### src/rtl/aes128_pkg.sv
// Shared AES-128 widths, padding constants and packer state encoding.
// Imported by the block packer and its padding helper.
package aes128_pkg;

  localparam int AES_BLOCK_W     = 128;
  localparam int AES_WORD_W      = 32;
  localparam int WORDS_PER_BLOCK = 4;

  localparam logic [7:0] PKCS7_FULL_PAD = 8'h10;

  typedef enum logic [1:0] {
    ST_FILL = 2'd0,
    ST_OUT  = 2'd1,
    ST_PAD  = 2'd2
  } pk_state_e;

  // Last-word byte count: 0 or anything above 4 means a full word.
  function automatic logic [2:0] eff_nbytes(input logic [2:0] n);
    return ((n == 3'd0) || (n > 3'd4)) ? 3'd4 : n;
  endfunction

endpackage

### src/rtl/aes128_pkcs7_word_pad.sv
// Merges the valid low bytes of one word with a fill byte above them.
// Fully combinational.
module aes128_pkcs7_word_pad
  import aes128_pkg::*;
(
  input  logic [AES_WORD_W-1:0] word,
  input  logic [2:0]            nbytes,
  input  logic [7:0]            pad_byte,
  output logic [AES_WORD_W-1:0] merged
);

  always_comb begin
    merged = '0;
    for (int j = 0; j < 4; j++) begin
      if (3'(j) < nbytes)
        merged[8*j +: 8] = word[8*j +: 8];
      else
        merged[8*j +: 8] = pad_byte;
    end
  end

endmodule

### src/rtl/aes128_cbc_block_packer.sv
// Packs a 32-bit word stream into 128-bit AES blocks with
// PKCS#7 (or zero) padding of the final block.
module aes128_cbc_block_packer
  import aes128_pkg::*;
#(
  parameter bit PAD_EN = 1'b1,
  parameter int CNT_W  = 16
) (
  input  logic                  clk,
  input  logic                  reset,
  input  logic [AES_WORD_W-1:0] in_word,
  input  logic                  in_valid,
  output logic                  in_ready,
  input  logic                  in_last,
  input  logic [2:0]            in_nbytes,
  output logic [AES_WORD_W-1:0] plain_text_0,
  output logic [AES_WORD_W-1:0] plain_text_1,
  output logic [AES_WORD_W-1:0] plain_text_2,
  output logic [AES_WORD_W-1:0] plain_text_3,
  output logic                  out_valid,
  input  logic                  out_ready,
  output logic                  out_last,
  output logic [CNT_W-1:0]      blk_count
);

  pk_state_e state_q, state_d;

  logic [1:0] idx_q, idx_d;
  logic [AES_WORD_W-1:0] pt_q [WORDS_PER_BLOCK];
  logic [AES_WORD_W-1:0] pt_d [WORDS_PER_BLOCK];

  logic vld_q, vld_d;
  logic last_q, last_d;
  logic padp_q, padp_d;
  logic clr_q, clr_d;
  logic [CNT_W-1:0] cnt_q, cnt_d;

  logic accept;
  logic hs;
  logic [2:0] nb_eff;
  logic [2:0] nb_word;
  logic [4:0] n_bytes;
  logic [4:0] pad_len;
  logic [7:0] pad_byte;
  logic [AES_WORD_W-1:0] merged;
  logic [AES_WORD_W-1:0] fill_word;

  assign in_ready  = (state_q == ST_FILL);
  assign accept    = in_valid && in_ready;
  assign hs        = vld_q && out_ready;

  assign nb_eff    = eff_nbytes(in_nbytes);
  assign nb_word   = in_last ? nb_eff : 3'd4;
  assign n_bytes   = {1'b0, idx_q, 2'b00} + {2'b00, nb_eff};
  assign pad_len   = 5'd16 - n_bytes;
  assign pad_byte  = PAD_EN ? {3'b000, pad_len} : 8'h00;
  assign fill_word = {4{pad_byte}};

  aes128_pkcs7_word_pad u_word_pad (
    .word     (in_word),
    .nbytes   (nb_word),
    .pad_byte (pad_byte),
    .merged   (merged)
  );

  always_comb begin
    state_d = state_q;
    idx_d   = idx_q;
    pt_d    = pt_q;
    vld_d   = vld_q;
    last_d  = last_q;
    padp_d  = padp_q;
    clr_d   = clr_q;
    cnt_d   = cnt_q;
    unique case (state_q)
      ST_FILL: begin
        if (accept) begin
          if (clr_q) begin
            cnt_d = '0;
            clr_d = 1'b0;
          end
          pt_d[idx_q] = merged;
          if (in_last) begin
            for (int k = 0; k < WORDS_PER_BLOCK; k++) begin
              if (k > int'(idx_q))
                pt_d[k] = fill_word;
            end
            vld_d   = 1'b1;
            idx_d   = 2'd0;
            state_d = ST_OUT;
            // A message that ends on a block boundary owes a full pad block.
            if (PAD_EN && (n_bytes == 5'd16)) begin
              last_d = 1'b0;
              padp_d = 1'b1;
            end else begin
              last_d = 1'b1;
            end
          end else if (idx_q == 2'd3) begin
            vld_d   = 1'b1;
            last_d  = 1'b0;
            idx_d   = 2'd0;
            state_d = ST_OUT;
          end else begin
            idx_d = idx_q + 2'd1;
          end
        end
      end
      ST_OUT: begin
        if (hs) begin
          cnt_d = cnt_q + 1'b1;
          if (padp_q) begin
            for (int k = 0; k < WORDS_PER_BLOCK; k++)
              pt_d[k] = {4{PKCS7_FULL_PAD}};
            last_d  = 1'b1;
            padp_d  = 1'b0;
            state_d = ST_PAD;
          end else begin
            vld_d   = 1'b0;
            clr_d   = last_q;
            state_d = ST_FILL;
          end
        end
      end
      ST_PAD: begin
        if (hs) begin
          cnt_d   = cnt_q + 1'b1;
          vld_d   = 1'b0;
          last_d  = 1'b0;
          clr_d   = 1'b1;
          state_d = ST_FILL;
        end
      end
      default: state_d = ST_FILL;
    endcase
  end

  always_ff @(posedge clk or negedge reset) begin
    if (!reset) begin
      state_q <= ST_FILL;
      idx_q   <= 2'd0;
      for (int k = 0; k < WORDS_PER_BLOCK; k++)
        pt_q[k] <= '0;
      vld_q   <= 1'b0;
      last_q  <= 1'b0;
      padp_q  <= 1'b0;
      clr_q   <= 1'b0;
      cnt_q   <= '0;
    end else begin
      state_q <= state_d;
      idx_q   <= idx_d;
      for (int k = 0; k < WORDS_PER_BLOCK; k++)
        pt_q[k] <= pt_d[k];
      vld_q   <= vld_d;
      last_q  <= last_d;
      padp_q  <= padp_d;
      clr_q   <= clr_d;
      cnt_q   <= cnt_d;
    end
  end

  assign plain_text_0 = pt_q[0];
  assign plain_text_1 = pt_q[1];
  assign plain_text_2 = pt_q[2];
  assign plain_text_3 = pt_q[3];
  assign out_valid    = vld_q;
  assign out_last     = last_q;
  assign blk_count    = cnt_q;

endmodule

### config.mk
export PLATFORM = sky130hd
export DESIGN_NAME = aes128_cbc_block_packer
export DESIGN_NICKNAME = d
export VERILOG_FILES = /design/src/rtl/aes128_pkg.sv /design/src/rtl/aes128_pkcs7_word_pad.sv /design/src/rtl/aes128_cbc_block_packer.sv
export SDC_FILE = /design/constraint.sdc
export NUM_CORES = 1
export LEC_CHECK = 0
export CORE_UTILIZATION = 35
export CTS_CLUSTER_SIZE = 10
export DETAILED_ROUTE_END_ITERATION = 8
export DONT_BUFFER_PORTS = 1
export PLACE_DENSITY = 0.52
export SLEW_MARGIN = 20
export SYNTH_ARGS = -nofsm -noshare
export SYNTH_HDL_FRONTEND = slang
export SYNTH_SLANG_ARGS = --single-unit
### constraint.sdc
create_clock -name clk -period 5.4 [get_ports clk]
set_input_delay 0.27 -clock clk [delete_from_list [all_inputs] [get_ports clk]]
set_output_delay 0.27 -clock clk [all_outputs]
set_load 0.01 [all_outputs]
== Word level (Yosys, flattened, before mapping) ==
Index checks and enable logic that the tools add are counted.
Storage, ports and cells
  register bits after elaboration: 152
  output and inout port bits: 147
Operators by class
  add/sub/neg operators: 4
  $lt $le $gt $ge: 10
  equal/unequal tests: 14
  multiplexer cells: 53
  bitwise gates (word level): 1
  reductions and logical operators: 18
Operators by type and width (count)
  $mux 128: 3
  $pmux 128 s2: 1
  $bwmux 128: 1
  $mux 32: 4
  $mux 96: 1
  $demux 32 s2: 1
  $mux 16: 3
  $mux 8: 4
  $pmux 16 s2: 1
  $mux 1: 19
  $add 16x1->16 const B: 1
  $mux 2: 8
  $reduce_and 4->1: 3
  $reduce_and 6->1: 2
  $ne 2x1->1 const B: 5
  $reduce_and 5->1: 2
  $pmux 1 s3: 3
  $ne 2x2->1 const B: 4
  $lt 1x3->1 const A: 2
  $lt 2x3->1 const A: 2
  $mux 3: 2
  $pmux 2 s3: 1
  $add 4x3->5: 1
  $eq 5x5->1 const B: 1
  other kinds (20): 25

== Logic depth before layout (Yosys ltp) ==
  depth after elaboration: 11
  depth in mapped cells: 14
  depth with buffers taken out: 11

== By module ==
Synthesis repeated with hierarchy kept, for this count alone.
Second synthesis, totals
  cell total of the unflattened synthesis: 704
  area total of the unflattened synthesis: 7181.9 um^2
Modules (own cells, without submodules)
  aes128_cbc_block_packer: times used 1, cells an instance 668, area an instance 6771.5 um^2
  aes128_pkcs7_word_pad: times used 1, cells an instance 36, area an instance 410.4 um^2

== Least setup slack after synthesis ==
Ideal clock, no wire load.
  path kind: in2reg
  start point: input in_nbytes[0]
  end point: register pt_q, in the netlist plain_text_1[20]
  arrival time: 2.864 ns
  slack: 2.418 ns
  stages: 14
  path through: or2_2 > ha_1 > nor2b_1 > buf_2 > inv_1 > clkbuf_1 > ha_1 > nor3b_1 > ha_1 > clkbuf_1 > nand3_1 > o311a_1 > a21oi_1 > o21a_1
Between the ends
  longest elaborated chain between the ends: 11
  elaborated cells between the ends (all ways): 14
  those cells by class: 2 x add/sub; 2 x order compare; 8 x mux; 2 x reduce/logical
RTL lines
  start, declared: line aes128_cbc_block_packer.sv:15  | input logic [2:0] in_nbytes,
  $gt 3x3->1 / $logic_not 3->1 (equally long branches): line aes128_pkg.sv:19  | return ((n == 3'd0) || (n > 3'd4)) ? 3'd4 : n;
  $logic_or 1x1->1: line aes128_pkg.sv:19
  $mux 3 (*): line aes128_pkg.sv:19
  $add 4x3->5 / $mux 3 (equally long branches): line aes128_cbc_block_packer.sv:54, aes128_cbc_block_packer.sv:53
  $sub 5x5->5 / $lt 2x3->1 (equally long branches): line aes128_cbc_block_packer.sv:55, aes128_pkcs7_word_pad.sv:15
  $mux 8: line aes128_pkcs7_word_pad.sv:15  | if (3'(j) < nbytes)
  $bwmux 128: line aes128_cbc_block_packer.sv:82  | pt_d[idx_q] = merged;
  $mux 32: line aes128_cbc_block_packer.sv:85  | if (k > int'(idx_q))
  $mux 96 (*): line aes128_cbc_block_packer.sv:83  | if (in_last) begin
  $mux 128 (*): line aes128_cbc_block_packer.sv:77  | if (accept) begin
  $pmux 128 s2 (*): line aes128_cbc_block_packer.sv:75  | unique case (state_q)
  end signal, assigned by index: line aes128_cbc_block_packer.sv:152  | pt_q[k] <= pt_d[k];
  end, declared: line aes128_cbc_block_packer.sv:29  | logic [AES_WORD_W-1:0] pt_q [WORDS_PER_BLOCK];
Every way passes the cells marked *; elsewhere a longest branch is shown, timed or not. The select of a mux whose other input is x is not followed.
A chain may end at the register's enable or synchronous reset.

== Worst setup path in the final report ==
  start point: input in_nbytes[0]
  end point: register pt_q, in the netlist plain_text_3[4]
Between the ends
  longest elaborated chain between the ends: 11
  elaborated cells between the ends (all ways): 14
  those cells by class: 2 x add/sub; 2 x order compare; 8 x mux; 2 x reduce/logical
RTL lines (line)
  $gt 3x3->1 / $logic_not 3->1 (equally long branches): aes128_pkg.sv:19
  $logic_or 1x1->1: aes128_pkg.sv:19
  $mux 3 (*): aes128_pkg.sv:19
  $add 4x3->5 / $mux 3 (equally long branches): aes128_cbc_block_packer.sv:54, aes128_cbc_block_packer.sv:53
  $sub 5x5->5 / $lt 1x3->1 (equally long branches): aes128_cbc_block_packer.sv:55, aes128_pkcs7_word_pad.sv:15
  $mux 8: aes128_pkcs7_word_pad.sv:15
  $bwmux 128: aes128_cbc_block_packer.sv:82
  $mux 32: aes128_cbc_block_packer.sv:85
  $mux 96 (*): aes128_cbc_block_packer.sv:83
  $mux 128 (*): aes128_cbc_block_packer.sv:77
  $pmux 128 s2 (*): aes128_cbc_block_packer.sv:75
Marked as above.

==> results_dict.tcl <==
set metrics [dict create \
    postSynth.topFlopCell "dfrtp_1" \
    die_w_um 153 \
    gr-usage-all-layers_pct 24.7 \
    yosysTopAreaCell "dfrtp_1" \
    core_um2 22100 \
    ir_drop_v 0.000209 \
    grt_max_degree 153 \
    synth-edff-count 0 \
    crit_chain "or2_2 > ha_1 > nor2b_1 > buf_4 > inv_1 > ha_1 > nor3b_1 > ha_1 > inv_1 > nor4_1 > o21ai_0 > a31oi_1" \
    postPlaceCellArea_um2 8150 \
    io_pins 187 \
    path_class "input port to register" \
    tightest_slew_ps 1210 \
    startpoint "in_nbytes[0]" \
    clk_latency_ps 430 \
    dieArea_um2 23500 \
    postSynthCellCount 840 \
    yosys_warnings 0 \
    synth_compound_area_share_pct 27.0 \
    synth_top_area_share_pct 47.5 \
    ys_top_cells_by_count "152 x dfrtp_1, 85 x nand2_1, 68 x a21oi_1" \
    post_cts_buffers 0 \
    initialDrtViolationCount 670 \
    yosysMostFrequentCell "dfrtp_1" \
    synth_area_leaders "dfrtp_1 48%, a21oi_1 4.3%, nand2_1 4.0%" \
    cts_tree "built" \
    grt_pass1_wl_mm 43.8 \
    grt_pass1_vias 6940 \
    synth_area_per_cell_um2 9.53 \
    wl_mm 28.8 \
    final.min_clock_period_ps 3130 \
    rsz0062_at_grt "no" \
    htreeDepth 4 \
    synth_top_family_by_area "compound AO/OA/AOI/OAI gates" \
    ys_async_sr_fraction_pct 100 \
    via_per_inst 6.40 \
    syn-num-nets 894 \
    numCtsBuffers 17 \
    hp-class "input port to register" \
    route.detailed.drc 0 \
    place_hpwl_mm 19.8 \
    slew_viol_final 0 \
    synthMuxAreaShare_pct 1.42 \
    crit_fanout 19 \
    critPathSlowestCell "ha_1" \
    synth-seq-cells 152 \
    cp_common_cell "ha_1" \
    final_cell_area_um2 8940 \
    cts_buffer_depth 2 \
    outcome "completed" \
    syn_to_final_growth_pct 11.7 \
    layout.nets 863 \
    hold_viol 0 \
    route.vias.total 7064 \
    synth_fa_ha_area_share_pct 2.19 \
    setup_tns_ps 0 \
    syn-cell-area_um2 8000 \
    layout-drive-gt1-share_pct 8.15 \
    synth_xor_area_share_pct 0.719 \
    r2r-start "state_q[1]$_DFFE_PN0P_" \
    cts.sinks 152 \
    start_kind "input port" \
    synth.distinct_cells 77 \
    gp_congestion 0.868 \
    grt.overflow.total 0 \
    fin_skew_ps 16.6 \
    clock-root-buffer "clkbuf_16" \
    setup_viol 0 \
    synth_seq_area_share_pct 47.5 \
    hold_start "in_word[5]" \
    critPathRequiredTime_ps 5760 \
    post_synth_and_or_nand_nor_area_fraction_pct 16.4 \
    fmax_ghz 0.319 \
    wire_per_inst_um 26.1 \
    pwr_density_cell_nw_per_um2 586 \
    port_buffers 0 \
    initial_core_util_pct 36.2 \
    crit_path_max_incr_delay_ps 600 \
    max_slew_margin_pct 19.0 \
    worstSetupEndpointType "register" \
    die_h_um 153 \
    fill_cells 2163 \
    cap_violations 0 \
    first_pass_iters 5 \
    period_share_pct 58.0 \
    critical_path_arrival_ps 3490 \
    cts.clk_slew.worst_paths_ps 70 \
    p_leak_nw 3.75 \
    ant_nets 0 \
    antenna_found_initial 1 \
    post_cts_resize_count 0 \
    rows 54 \
]
cells by family after synthesis:
| group | after synthesis |
|---|---|
| AOI/OAI and AO/OA | 306 |
| and+or+nand+nor | 256 |
| DFF | 152 |
| buffers and inverters | 96 |
| adders and majority gates | 14 |
| muxes | 11 |
| xor gates and xnor gates | 5 |
worst paths after layout:
check	to	slack, ps	depth (start not counted)
worst max-delay path	plain_text_3[4]$_DFFE_PN0P_	2270	12
worst min-delay path	plain_text_0[5]$_DFFE_PN0P_	20	1
worst max register to register	plain_text_1[6]$_DFFE_PN0P_	2290	7
worst min register to register	plain_text_0[17]$_DFFE_PN0P_	550	1
max in group asynchronous	plain_text_1[10]$_DFFE_PN0P_	4270	2
min in group asynchronous	blk_count[15]$_DFFE_PN0P_	480	2
cells in the final DEF (no fill, tap or decap), types with 5 or more instances in the layout:
master / n
dfrtp_1: 152
nand2_1: 85
a21oi_1: 68
o21ai_0: 48
nor2_1: 33
nand4_1: 33
nand3_1: 24
a22o_1: 24
a32o_1: 23
a31oi_1: 20
nor3_1: 19
inv_1: 18
clkbuf_16: 17
o211ai_1: 14
ha_1: 14
buf_4: 14
dlygate4sd3_1: 13
a21o_1: 12
nand2b_1: 11
o31ai_1: 10
o2bb2ai_1: 10
a211oi_1: 9
mux2i_1: 8
and2_1: 7
or3_1: 6
nor2b_1: 5
a221o_1: 5
and3_1: 5
o2111ai_1: 5
layout make-up:
class / count / area, µm² / area share, %
diodes: 1 / 2.50 / 0.0280
clock buffers: 20 / 457 / 5.11
clock inverters: 12 / 165 / 1.85
inverters: 18 / 67.6 / 0.756
multi-input cells: 592 / 3830 / 42.9
flip-flops and latches: 152 / 3800 / 42.5
well taps: 280 / 350 / 3.92
repair buffers: 28 / 263 / 2.94
power breakdown:
group	switching, W	total, W	leakage, nW	internal [W]
Sequential	0.000544	0.00206	1.97	0.00151
Combinational	0.00125	0.00191	1.48	0.000657
Clock	0.000516	0.00128	0.300	0.000761
metal layers:
metal	routed length, µm	part of all wire [%]	vias to the layer above	global-route usage (%)
li1	-	-	3132	-
met1	12300	43	3533	31.8
met2	13300	46	346	38.4
met3	2500	8.7	53	7.80
met4	771	2.7	0	9.43
met5	0	0	-	0
critical path, delay by kind of cell:
kind                       cells  cell delay (ps)
AOI/OAI and AO/OA              2              340
adders and majority gates      3             1230
buffers and inverters          3              680
and+or+nand+nor                4              960
timing repair:
action                                  CTS  global route
endpoints found under the setup margin    0             0
hold endpoints to repair                198             0
hold buffers                             14             0
state kept, by name, indices dropped and copies added (netlist names):
signal,count
blk_count,16
plain_text_0,32
out_last,1
clr_q,1
out_valid,1
plain_text_2,32
plain_text_1,32
idx_q,2
plain_text_3,32
padp_q,1
state_q,2
stage by stage:
| step | hold slack, ps | power (W) | setup WS, ps | std cells | utilization (%) |
|---|---|---|---|---|---|
| 6_report | 17.9 | 0.00524 | 2270 | 1103 | 40.5 |
| 5_1_grt | 12.4 | 0.00555 | 2030 | 1103 | 40.5 |
| 4_1_cts | 3.35 | 0.00525 | 2320 | 1101 | 40.4 |
| 3_5_place_dp | -21.7 | 0.00391 | 1880 | 1055 | 36.9 |
| 3_3_place_gp | -21.3 | 0.00386 | 1960 | 1055 | 36.9 |
| 2_1_floorplan | -25.6 | 0.00333 | 2420 | 840 | - |
Power figures use the tool's default switching activity.
